<file path="src/rtl/my_stream_fifo_pkg.sv">
// Shared constants and beat type for the stream FIFO.
// The beat keeps the end-of-packet flag alongside its payload.
package my_stream_pkg;

  localparam int unsigned DATA_W_DEF   = 32;
  localparam int unsigned DEPTH_DEF    = 8;
  localparam int unsigned AFULL_TH_DEF = 6;

  typedef struct packed {
    logic                  last;
    logic [DATA_W_DEF-1:0] data;
  } beat_t;

  // Even parity over a beat, usable by integrity checkers around the FIFO.
  function automatic logic beat_parity(input beat_t b);
    return ^{b.last, b.data};
  endfunction

endpackage

</file>
<file path="src/rtl/my_stream_fifo_mem.sv">
// Storage for the stream FIFO: one synchronous write port, one asynchronous read port.
// Contents are intentionally not reset; validity is tracked by the owner.
module my_stream_fifo_mem #(
  parameter int unsigned WIDTH = 33,
  parameter int unsigned DEPTH = 8,
  parameter int unsigned AW    = $clog2(DEPTH)
) (
  input  logic             clk,
  input  logic             we_i,
  input  logic [AW-1:0]    waddr_i,
  input  logic [WIDTH-1:0] wdata_i,
  input  logic [AW-1:0]    raddr_i,
  output logic [WIDTH-1:0] rdata_o
);

  logic [WIDTH-1:0] mem_q [DEPTH];

  // Write port
  always_ff @(posedge clk) begin
    if (we_i) begin
      mem_q[waddr_i] <= wdata_i;
    end
  end

  assign rdata_o = mem_q[raddr_i];

endmodule

</file>
<file path="src/rtl/my_stream_fifo.sv">
// First-word-fall-through stream FIFO with packet counting and almost-full flag.
// All handshake and status outputs come straight from registers.
module my_stream_fifo
  import my_stream_pkg::*;
#(
  parameter int unsigned DATA_W   = DATA_W_DEF,
  parameter int unsigned DEPTH    = DEPTH_DEF,
  parameter int unsigned AFULL_TH = AFULL_TH_DEF
) (
  input  logic                       clk,
  input  logic                       rst_n,
  input  logic                       in_valid,
  output logic                       in_ready,
  input  logic [DATA_W-1:0]          in_data,
  input  logic                       in_last,
  output logic                       out_valid,
  input  logic                       out_ready,
  output logic [DATA_W-1:0]          out_data,
  output logic                       out_last,
  output logic [$clog2(DEPTH):0]     level,
  output logic                       almost_full,
  output logic [$clog2(DEPTH):0]     pkt_cnt
);

  localparam int unsigned AW = $clog2(DEPTH);
  localparam int unsigned LW = AW + 1;
  localparam int unsigned BW = DATA_W + 1;

  localparam logic [LW-1:0] LVL_FULL  = LW'(DEPTH);
  localparam logic [LW-1:0] LVL_AFULL = LW'(AFULL_TH);
  localparam logic [LW-1:0] LVL_ONE   = LW'(1);
  localparam logic [AW-1:0] PTR_ONE   = AW'(1);

  logic [AW-1:0] wr_ptr_q, wr_ptr_d;
  logic [AW-1:0] rd_ptr_q, rd_ptr_d;
  logic [LW-1:0] level_q, level_d;
  logic [LW-1:0] pkt_cnt_q, pkt_cnt_d;
  logic          out_valid_q, out_valid_d;
  logic          in_ready_q, in_ready_d;
  logic          afull_q, afull_d;

  logic          push_s;
  logic          pop_s;
  logic [BW-1:0] wbeat_s;
  logic [BW-1:0] rbeat_s;

  assign push_s  = in_valid & in_ready_q;
  assign pop_s   = out_valid_q & out_ready;
  assign wbeat_s = {in_last, in_data};

  my_stream_fifo_mem #(
    .WIDTH (BW),
    .DEPTH (DEPTH),
    .AW    (AW)
  ) u_mem (
    .clk     (clk),
    .we_i    (push_s),
    .waddr_i (wr_ptr_q),
    .wdata_i (wbeat_s),
    .raddr_i (rd_ptr_q),
    .rdata_o (rbeat_s)
  );

  // Next-state for pointers, occupancy, packet count and registered flags
  always_comb begin
    wr_ptr_d    = wr_ptr_q;
    rd_ptr_d    = rd_ptr_q;
    level_d     = level_q;
    pkt_cnt_d   = pkt_cnt_q;

    if (push_s) begin
      wr_ptr_d = wr_ptr_q + PTR_ONE;
    end else begin
      wr_ptr_d = wr_ptr_q;
    end

    if (pop_s) begin
      rd_ptr_d = rd_ptr_q + PTR_ONE;
    end else begin
      rd_ptr_d = rd_ptr_q;
    end

    case ({push_s, pop_s})
      2'b10:   level_d = level_q + LVL_ONE;
      2'b01:   level_d = level_q - LVL_ONE;
      default: level_d = level_q;
    endcase

    // A popped last and a pushed last in the same cycle cancel out
    case ({push_s & in_last, pop_s & rbeat_s[BW-1]})
      2'b10:   pkt_cnt_d = pkt_cnt_q + LVL_ONE;
      2'b01:   pkt_cnt_d = pkt_cnt_q - LVL_ONE;
      default: pkt_cnt_d = pkt_cnt_q;
    endcase

    out_valid_d = (level_d != {LW{1'b0}});
    in_ready_d  = (level_d != LVL_FULL);
    afull_d     = (level_d >= LVL_AFULL);
  end

  // State registers; reset empties the FIFO and leaves it ready to accept
  always_ff @(posedge clk or negedge rst_n) begin
    if (!rst_n) begin
      wr_ptr_q    <= {AW{1'b0}};
      rd_ptr_q    <= {AW{1'b0}};
      level_q     <= {LW{1'b0}};
      pkt_cnt_q   <= {LW{1'b0}};
      out_valid_q <= 1'b0;
      in_ready_q  <= 1'b1;
      afull_q     <= 1'b0;
    end else begin
      wr_ptr_q    <= wr_ptr_d;
      rd_ptr_q    <= rd_ptr_d;
      level_q     <= level_d;
      pkt_cnt_q   <= pkt_cnt_d;
      out_valid_q <= out_valid_d;
      in_ready_q  <= in_ready_d;
      afull_q     <= afull_d;
    end
  end

  assign in_ready    = in_ready_q;
  assign out_valid   = out_valid_q;
  assign out_data    = rbeat_s[DATA_W-1:0];
  assign out_last    = rbeat_s[BW-1];
  assign level       = level_q;
  assign almost_full = afull_q;
  assign pkt_cnt     = pkt_cnt_q;

endmodule
</file>
<file path="config.mk">
export PLATFORM = sky130hd
export DESIGN_NAME = my_stream_fifo
export DESIGN_NICKNAME = d
export VERILOG_FILES = /design/src/rtl/my_stream_fifo_pkg.sv /design/src/rtl/my_stream_fifo_mem.sv /design/src/rtl/my_stream_fifo.sv
export SDC_FILE = /design/constraint.sdc
export NUM_CORES = 1
export LEC_CHECK = 0
export CAP_MARGIN = 30
export CORE_MARGIN = 2
export CORE_UTILIZATION = 40
export DETAILED_ROUTE_END_ITERATION = 10
export GPL_TIMING_DRIVEN = 0
export PLACE_DENSITY = 0.7
export SETUP_SLACK_MARGIN = 0.3
export SYNTH_ARGS = -nofsm -noshare
export SYNTH_HDL_FRONTEND = slang
export SYNTH_SLANG_ARGS = --single-unit
</file>
<file path="constraint.sdc">
create_clock -name clk -period 4.5 [get_ports clk]
set_input_delay 0.9 -clock clk [delete_from_list [all_inputs] [get_ports clk]]
set_output_delay 0.9 -clock clk [all_outputs]
set_load 0.05 [all_outputs]
</file>
==> results.tsv, run 1 <==
stage	metric	value	unit
power	Cell Int Power	0.00646	W
synth	largest area contributor in the netlist	edfxtp_1	
power	pwr/cell area	738	nW/um2
floorplanning	I/O pin cnt	81	
synth	Synth top area share	0.717	
synth	Syn Nets	524	
power	part of the power in the clock network	0.231	
power	P_leak	4.55	nW
power	VDD IR max	0.426	mV
worst_setup_path	Arrival @ worst endpoint	3170	ps
cts	Sink Count	281	
cells_and_area	commonest non-fill, non-tap cell in the layout	edfxtp_1	
synth	mean post-synth cell area	23.1	um2
run_status	outcome	complete, no violations	
sta	Slew Limit Fails	0	
drt	iteration count of the initial detailed-routing pass	4	
cells_and_area	Antenna Cells	0	
placement	IO buf count	80	
power	Reg power frac	0.349	
drt	antenna-violating nets left	0	
global_routing	initial antenna violation count	0	
sta	worst clock skew	13.5	ps
cells_and_area	Final #Nets	658	
cts	H-tree Lvls	1	
global_routing	vias in the first global route	5542	
worst_setup_path	Worst Path Required	3600	ps
worst_setup_path	Largest stage delay, worst path	710	ps
drt	wire per inst	22.4	um
power	switching power	0.00356	W
worst_setup_path	CP Max Fanout	10	
sta	slack of the critical path	425	ps
cells_and_area	most frequent cells in the layout	edfxtp_1 (264), clkdlybuf4s50_1 (80), mux4_2 (35), mux2_2 (34), mux4_1 (31)	
cts	worst-skew pair later-pin latency	540	ps
global_routing	GRT Overall Usage	0.154	
cts	CTS Buf Count	28	
sta	Final setup viols	0	
drt	total vias in the final route	5121	
floorplanning	DIE WIDTH	170	um
cts	Root Buffer	clkbuf_16	
power	switching share of power	0.355	
cts	CTS tree	yes	
placement	Place WS	857	ps
synth	Synth area leaders	edfxtp_1 (72%), mux4_1 (7.4%), mux4_2 (7.1%)	
synth	yosys warns	0	
cells_and_area	area grow syn2layout	22.8	%
cts	CTS clock-pin slew for the worst setup and hold paths	60	ps
worst_setup_path	critical path class	reg -> out	
synth	Gate Count Post-Synth	479	
worst_setup_path	family with the most delay on the worst path	buffers and inverters	
run	maxcap violations	0	
drt	vias per inst	5.25	
worst_setup_path	Crit. End Element	output port	
global_routing	grt ovf	0	
sta	Worst Max-Slew Pin Slew	940	ps
floorplanning	# rows	60	
sta	RSZ-0062 raised after global routing	true	
global_routing	largest net degree at the start of global routing	25	
floorplanning	die height	170	um
worst_setup_path	Slowest cell on crit path	clkdlybuf4s50_1	
synth	sequential fraction of the synthesis area	0.755	
sta	Max Freq	0.245	GHz
floorplanning	die area	29000	um2
synth	Post-Syn Area	11100	um2
drt	WL final	21900	um
worst_setup_path	CP Cell Sequence	buf_4, clkbuf_1, mux4_1, mux2_2, clkdlybuf4s50_1	
sta	Tmin final	4070	ps
worst_setup_path	CP bufs+invs	3	
floorplanning	CORE AREA	27000	um2
power	Comb power frac	0.421	
global_routing	global-route wire length before repair	32800	um
placement	GPL Wtd Cong	0.690	
worst_hold_path	min-delay worst type	reg -> reg	
cts	hold buffers post-CTS	0	
sta	endpoints failing hold	0	
drt	# DRC	0	
worst_setup_path	critical path launch point type	flip-flop	
cells_and_area	share of layout cells above drive strength 1	0.252	
cts	postcts setup bufs	0	
sta	worst hold margin	489	ps
floorplanning	initial core utilization	0.409	
placement	hpwl dp	14600	um
cts	worst-case clock buffer depth	3	
sta	fin crit share	0.906	
sta	max_slew headroom	0.370	
synth	Synth cell types	38	
synth	Yosys reg bits	281	
drt	DR iter-0 viols	439	
[power groups by stage]
stage	Combinational, W	Sequential (W)	Clock [W]
after floorplan	0.00274	0.00369	0
after global placement	0.00406	0.00356	0
after detailed placement	0.00428	0.00355	0
after CTS	0.00430	0.00350	0.00236
after global routing	0.00446	0.00353	0.00247
final	0.00422	0.00350	0.00231
[metrics by stage]
stage	util	setup TNS, ps	cells	power (W)	instance area, um2
2_1_floorplan	-	0	479	0.00643	11100
3_3_place_gp	0.455	-425350	900	0.00761	12300
3_5_place_dp	0.468	0	924	0.00783	12700
4_1_cts	0.503	0	975	0.0102	13600
5_1_grt	0.503	0	975	0.0105	13600
6_report	0.503	0	975	0.0100	13600
[logic make-up after synthesis]
| logic type | after synthesis | share of synthesized area |
|---|---|---|
| multiplexers | 101 | 0.180 |
| buffers and inverters | 28 | 0.0209 |
| AO/OA/AOI/OAI | 11 | 0.00588 |
| AND/OR/NAND/NOR | 38 | 0.0183 |
| flip-flops | 281 | 0.755 |
| adder cells (fa/ha/maj) | 8 | 0.00973 |
| XOR/XNOR | 12 | 0.00950 |
[area by class of cell]
class	instances	area, um2
Fill cell	2096	13400
Sequential cell	281	8350
Multi-Input combinational cell	170	2530
Timing Repair Buffer	104	1110
Clock buffer	32	716
Tap cell	341	427
Clock inverter	19	211
Buffer	22	210
Inverter	6	25.0
[final timing paths]
kind	from	to	slack (ps)	depth (start not counted)
min	pkt_cnt[3]$_DFFE_PN0P_	pkt_cnt[3]$_DFFE_PN0P_	490	1
min reg2reg	pkt_cnt[3]$_DFFE_PN0P_	pkt_cnt[3]$_DFFE_PN0P_	490	1
max in group asynchronous	rst_n	rd_ptr_q[1]$_DFFE_PN0P_	3160	1
max reg2reg	rd_ptr_q[0]$_DFFE_PN0P_	pkt_cnt[3]$_DFFE_PN0P_	1620	11
max	rd_ptr_q[1]$_DFFE_PN0P_	out_data[12]	430	5
min in group asynchronous	rst_n	level[1]$_DFF_PN0_	830	1
[registers in the layout, indices dropped and copies added (netlist names)]
signal	count
wr_ptr_q	3
rd_ptr_q	3
almost_full	1
u_mem.mem_q	264
in_ready	1
pkt_cnt	4
level	4
out_valid	1
[synthesized netlist by cell type]
library cell / instances
mux4_2: 35
dfrtp_1: 16
mux2i_1: 1
xnor2_1: 8
nor3b_1: 2
o22ai_1: 1
or3b_1: 2
buf_12: 5
a21o_1: 2
nor4_1: 2
xor2_1: 4
buf_2: 2
and2_1: 2
inv_1: 4
mux2_2: 34
dfstp_2: 1
and4b_1: 1
inv_2: 1
nor2_1: 4
nor3_1: 6
inv_4: 1
edfxtp_1: 264
nand3_1: 1
a21boi_1: 1
mux4_1: 31
ha_1: 7
a31oi_1: 1
dlygate4sd1_1: 2
nand2b_1: 2
nand2_1: 13
nor4b_1: 2
fa_1: 1
o21ai_0: 3
clkbuf_1: 8
a21oi_1: 3
buf_4: 2
buf_6: 3
nor2b_1: 1
[layer usage]
metal | track usage | share of wire | vias up
met5 | 0 | 0 | -
li1 | - | - | 2281
met2 | 0.268 | 0.52 | 122
met1 | 0.199 | 0.42 | 2687
met3 | 0.0277 | 0.044 | 31
met4 | 0.0401 | 0.018 | 0
[timing repair]
item	CTS	global route
gates resized for setup	1	4
setup endpoints to repair	6	14
gates cloned	0	0
Note: power is estimated with default switching activity, not from simulation.
==> run 2, diff against run 1 <==
--- a/config.mk
+++ b/config.mk
@@ -5,7 +5,9 @@
 export SDC_FILE = /design/constraint.sdc
 export NUM_CORES = 1
 export LEC_CHECK = 0
+export ABC_AREA = 1
 export CAP_MARGIN = 30
+export CORE_ASPECT_RATIO = 1.75
 export CORE_MARGIN = 2
 export CORE_UTILIZATION = 40
 export DETAILED_ROUTE_END_ITERATION = 10
==> run 2 against run 1 <==
Worst hold slack lost 14 ps. Sequential power is essentially flat. Clock power down 16%. Via count increased by 42%. Setup slack better by 48 ps. Global-route usage up 3.3 points. Final area decreased by 1.6%. Largest cell class unchanged. Die area rose by 0.87%. Critical endpoint is now out_data[30]. Final cell count is 40% higher. Total power increased by 3.1%. Flip-flop and latch count is the same.
==> results.tsv, run 2 <==
stage	metric	value	unit
run_status	outcome	complete, no violations	
sta	Slew Limit Fails	0	
cts	postcts setup bufs	0	
cells_and_area	Multi-input gate area	2490	um2
cts	hold buffers post-CTS	0	
placement	Place WS	1070	ps
cts	number of gates resized after CTS	0	
synth	combinational family with the most area after synthesis	compound AO/OA/AOI/OAI gates	
run	maxcap violations	0	
power	P_leak	4.59	nW
cells_and_area	share of layout cells above drive strength 1	0.0854	
cts	CTS tree	yes	
placement	GPL Wtd Cong	0.776	
floorplanning	DIE WIDTH	130	um
sta	Final setup viols	0	
worst_setup_path	CP Launch Point	rd_ptr_q[0]$_DFFE_PN0P_	
power	VDD IR max	0.601	mV
synth	Synth Area in XOR/XNOR	0.00629	
synth	Yosys reg bits	281	
cells_and_area	most frequent cells in the layout	edfxtp_1 (264), nor2_1 (136), nand2_1 (133), o21ai_0 (132), clkdlybuf4s50_1 (80)	
cells_and_area	sequential cell area	8350	um2
worst_setup_path	r2r worst-path depth	15	
cts	Sink Count	281	
global_routing	global-route wire length before repair	41000	um
synth	simple-gate portion of the synthesized area	0.101	
floorplanning	CORE AREA	27300	um2
synth	mux contribution to synthesized area	0	
synth	Synth area leaders	edfxtp_1 (71%), o21ai_0 (5.9%), nor2_1 (4.9%)	
worst_hold_path	min-delay worst type	reg -> reg	
synth	asr flop ratio synth	0.0605	
global_routing	initial antenna violation count	1	
sta	Tmin final	4030	ps
cells_and_area	area grow syn2layout	20.0	%
drt	WL final	27400	um
sta	worst clock skew	9.73	ps
synth	Post-Synth Adder-Cell Area	0.00966	
synth	Top FF cell, synth	edfxtp_1	
worst_hold_path	Cells on Worst Hold Path	1	
cells_and_area	fillcell total	2291	
cts	Root Buffer	clkbuf_16	
synth	Post-synth top cells	edfxtp_1 (264), nor2_1 (144), nand2_1 (133)	
cts	CTS clock-pin slew for the worst setup and hold paths	70	ps
sta	Worst Max-Slew Pin Slew	852	ps
drt	total vias in the final route	7258	
synth	Synth top area share	0.712	
synth	Compound-Gate Fraction of Synth Area	0.101	
synth	sequential fraction of the synthesis area	0.750	
worst_setup_path	Worst Path Required	3600	ps
power	pwr/cell area	774	nW/um2
synth	Post-Syn Area	11100	um2
sta	Final TNS setup	0	ps
worst_setup_path	critical path launch point type	flip-flop	
drt	antenna-violating nets left	0	
floorplanning	initial core utilization	0.408	
cells_and_area	max reg flops	264	
global_routing	GRT Overall Usage	0.187	
global_routing	vias in the first global route	7396	
cts	worst-case clock buffer depth	3	
synth	count leader, synth	edfxtp_1	
cells_and_area	Largest Register	u_mem.mem_q	
drt	wire per inst	20.1	um
synth	Gate Count Post-Synth	866	
floorplanning	die height	225	um
synth	Syn Nets	911	
global_routing	largest net degree at the start of global routing	25	
cells_and_area	commonest non-fill, non-tap cell in the layout	edfxtp_1	
drt	vias per inst	5.32	
worst_setup_path	critical path class	reg -> out	
worst_setup_path	Crit. End Element	output port	
cts	H-tree Lvls	1	
floorplanning	die area	29300	um2
drt	iteration count of the initial detailed-routing pass	5	
placement	IO buf count	80	
sta	slack of the critical path	473	ps
sta	endpoints failing hold	0	
worst_setup_path	reg-to-reg slack, setup	1840	ps
synth	largest area contributor in the netlist	edfxtp_1	
synth	EDFF count, synth	264	
floorplanning	# rows	80	
sta	worst hold margin	476	ps
worst_setup_path	Reg-to-Reg End	pkt_cnt[3]$_DFFE_PN0P_	
drt	# DRC	0	
synth	Synth cell types	26	
worst_setup_path	Setup crit end	out_data[30]	
floorplanning	I/O pin cnt	81	
worst_setup_path	Arrival @ worst endpoint	3130	ps
cells_and_area	Final #Nets	1024	
sta	Max Freq	0.248	GHz
worst_setup_path	CP Max Fanout	10	
worst_setup_path	reg2reg start	rd_ptr_q[0]$_DFFE_PN0P_	
placement	hpwl dp	17700	um
global_routing	grt ovf	0	
synth	yosys warns	0	
cts	worst-skew pair later-pin latency	510	ps
sta	max_slew headroom	0.430	
synth	mean post-synth cell area	12.9	um2
sta	RSZ-0062 raised after global routing	false	
cts	CTS Buf Count	23	
sta	fin crit share	0.895	
drt	DR iter-0 viols	452	
run 2: changes by cell type after synthesis, moves of 13 or more:
cell	delta
mux4_2	-35
nand2_1	+120
nor2_1	+140
mux4_1	-31
o22ai_1	+65
o21ai_0	+129
buf_2	+13
mux2_2	-34
run 2: cell type report:
class                      count  share of cell area
sequential                   281               0.625
multi-input combinational    517               0.186
timing repair buffer          88              0.0741
clock buffer                  31              0.0460
tap                          369              0.0345
buffer                        49              0.0212
clock inverter                10             0.00749
inverter                      19             0.00533
antenna                        1            0.000187
run 2: worst min path at each step:
stage                               to               startpoint  slack (ps)
5_1_grt         pkt_cnt[3]$_DFFE_PN0P_   pkt_cnt[3]$_DFFE_PN0P_         500
4_1_cts         pkt_cnt[3]$_DFFE_PN0P_   pkt_cnt[3]$_DFFE_PN0P_         470
2_1_floorplan  wr_ptr_q[0]$_DFFE_PN0P_  wr_ptr_q[0]$_DFFE_PN0P_         490
6_report        pkt_cnt[3]$_DFFE_PN0P_   pkt_cnt[3]$_DFFE_PN0P_         480
3_3_place_gp    pkt_cnt[3]$_DFFE_PN0P_   pkt_cnt[3]$_DFFE_PN0P_         460
3_5_place_dp    pkt_cnt[3]$_DFFE_PN0P_   pkt_cnt[3]$_DFFE_PN0P_         460
run 2: worst max-delay path: stages (launching register included):
cell and delay [ps]:
dfrtp_1 490, inv_2 170, clkbuf_1 510, o21ai_0 190
o22ai_1 220, nand2_1 70, nand2_1 150, clkdlybuf4s50_1 820
run 2: through the flow:
step / util / power [W] / area, um2 / cells
final: 0.489 / 0.0103 / 13400 / 1365
after global routing: 0.489 / 0.0108 / 13400 / 1365
after CTS: 0.489 / 0.0104 / 13400 / 1364
after detailed placement: 0.463 / 0.00844 / 12700 / 1323
after global placement: 0.454 / 0.00825 / 12400 / 1315
after floorplan: - / 0.00666 / 11100 / 866
run 2: cells by family after synthesis:
| logic type | Yosys count |
|---|---|
| compound gates | 208 |
| xor+xnor | 8 |
| fa+ha+maj | 8 |
| buf+inv | 68 |
| flops | 281 |
| simple gates | 293 |
run 2: report_power, final:
| group | switching, W | internal, W | total, W |
|---|---|---|---|
| Combinational | 0.00342 | 0.00148 | 0.00491 |
| Sequential | 0.000143 | 0.00334 | 0.00348 |
| Clock | 0.000876 | 0.00108 | 0.00195 |
run 2: layer usage:
metal | up-vias | wire length (um) | global-route usage
li1 | 3354 | - | -
met1 | 3534 | 9690 | 0.210
met2 | 293 | 15000 | 0.346
met3 | 77 | 1570 | 0.0205
met4 | 0 | 1120 | 0.0912
met5 | - | 0 | 0
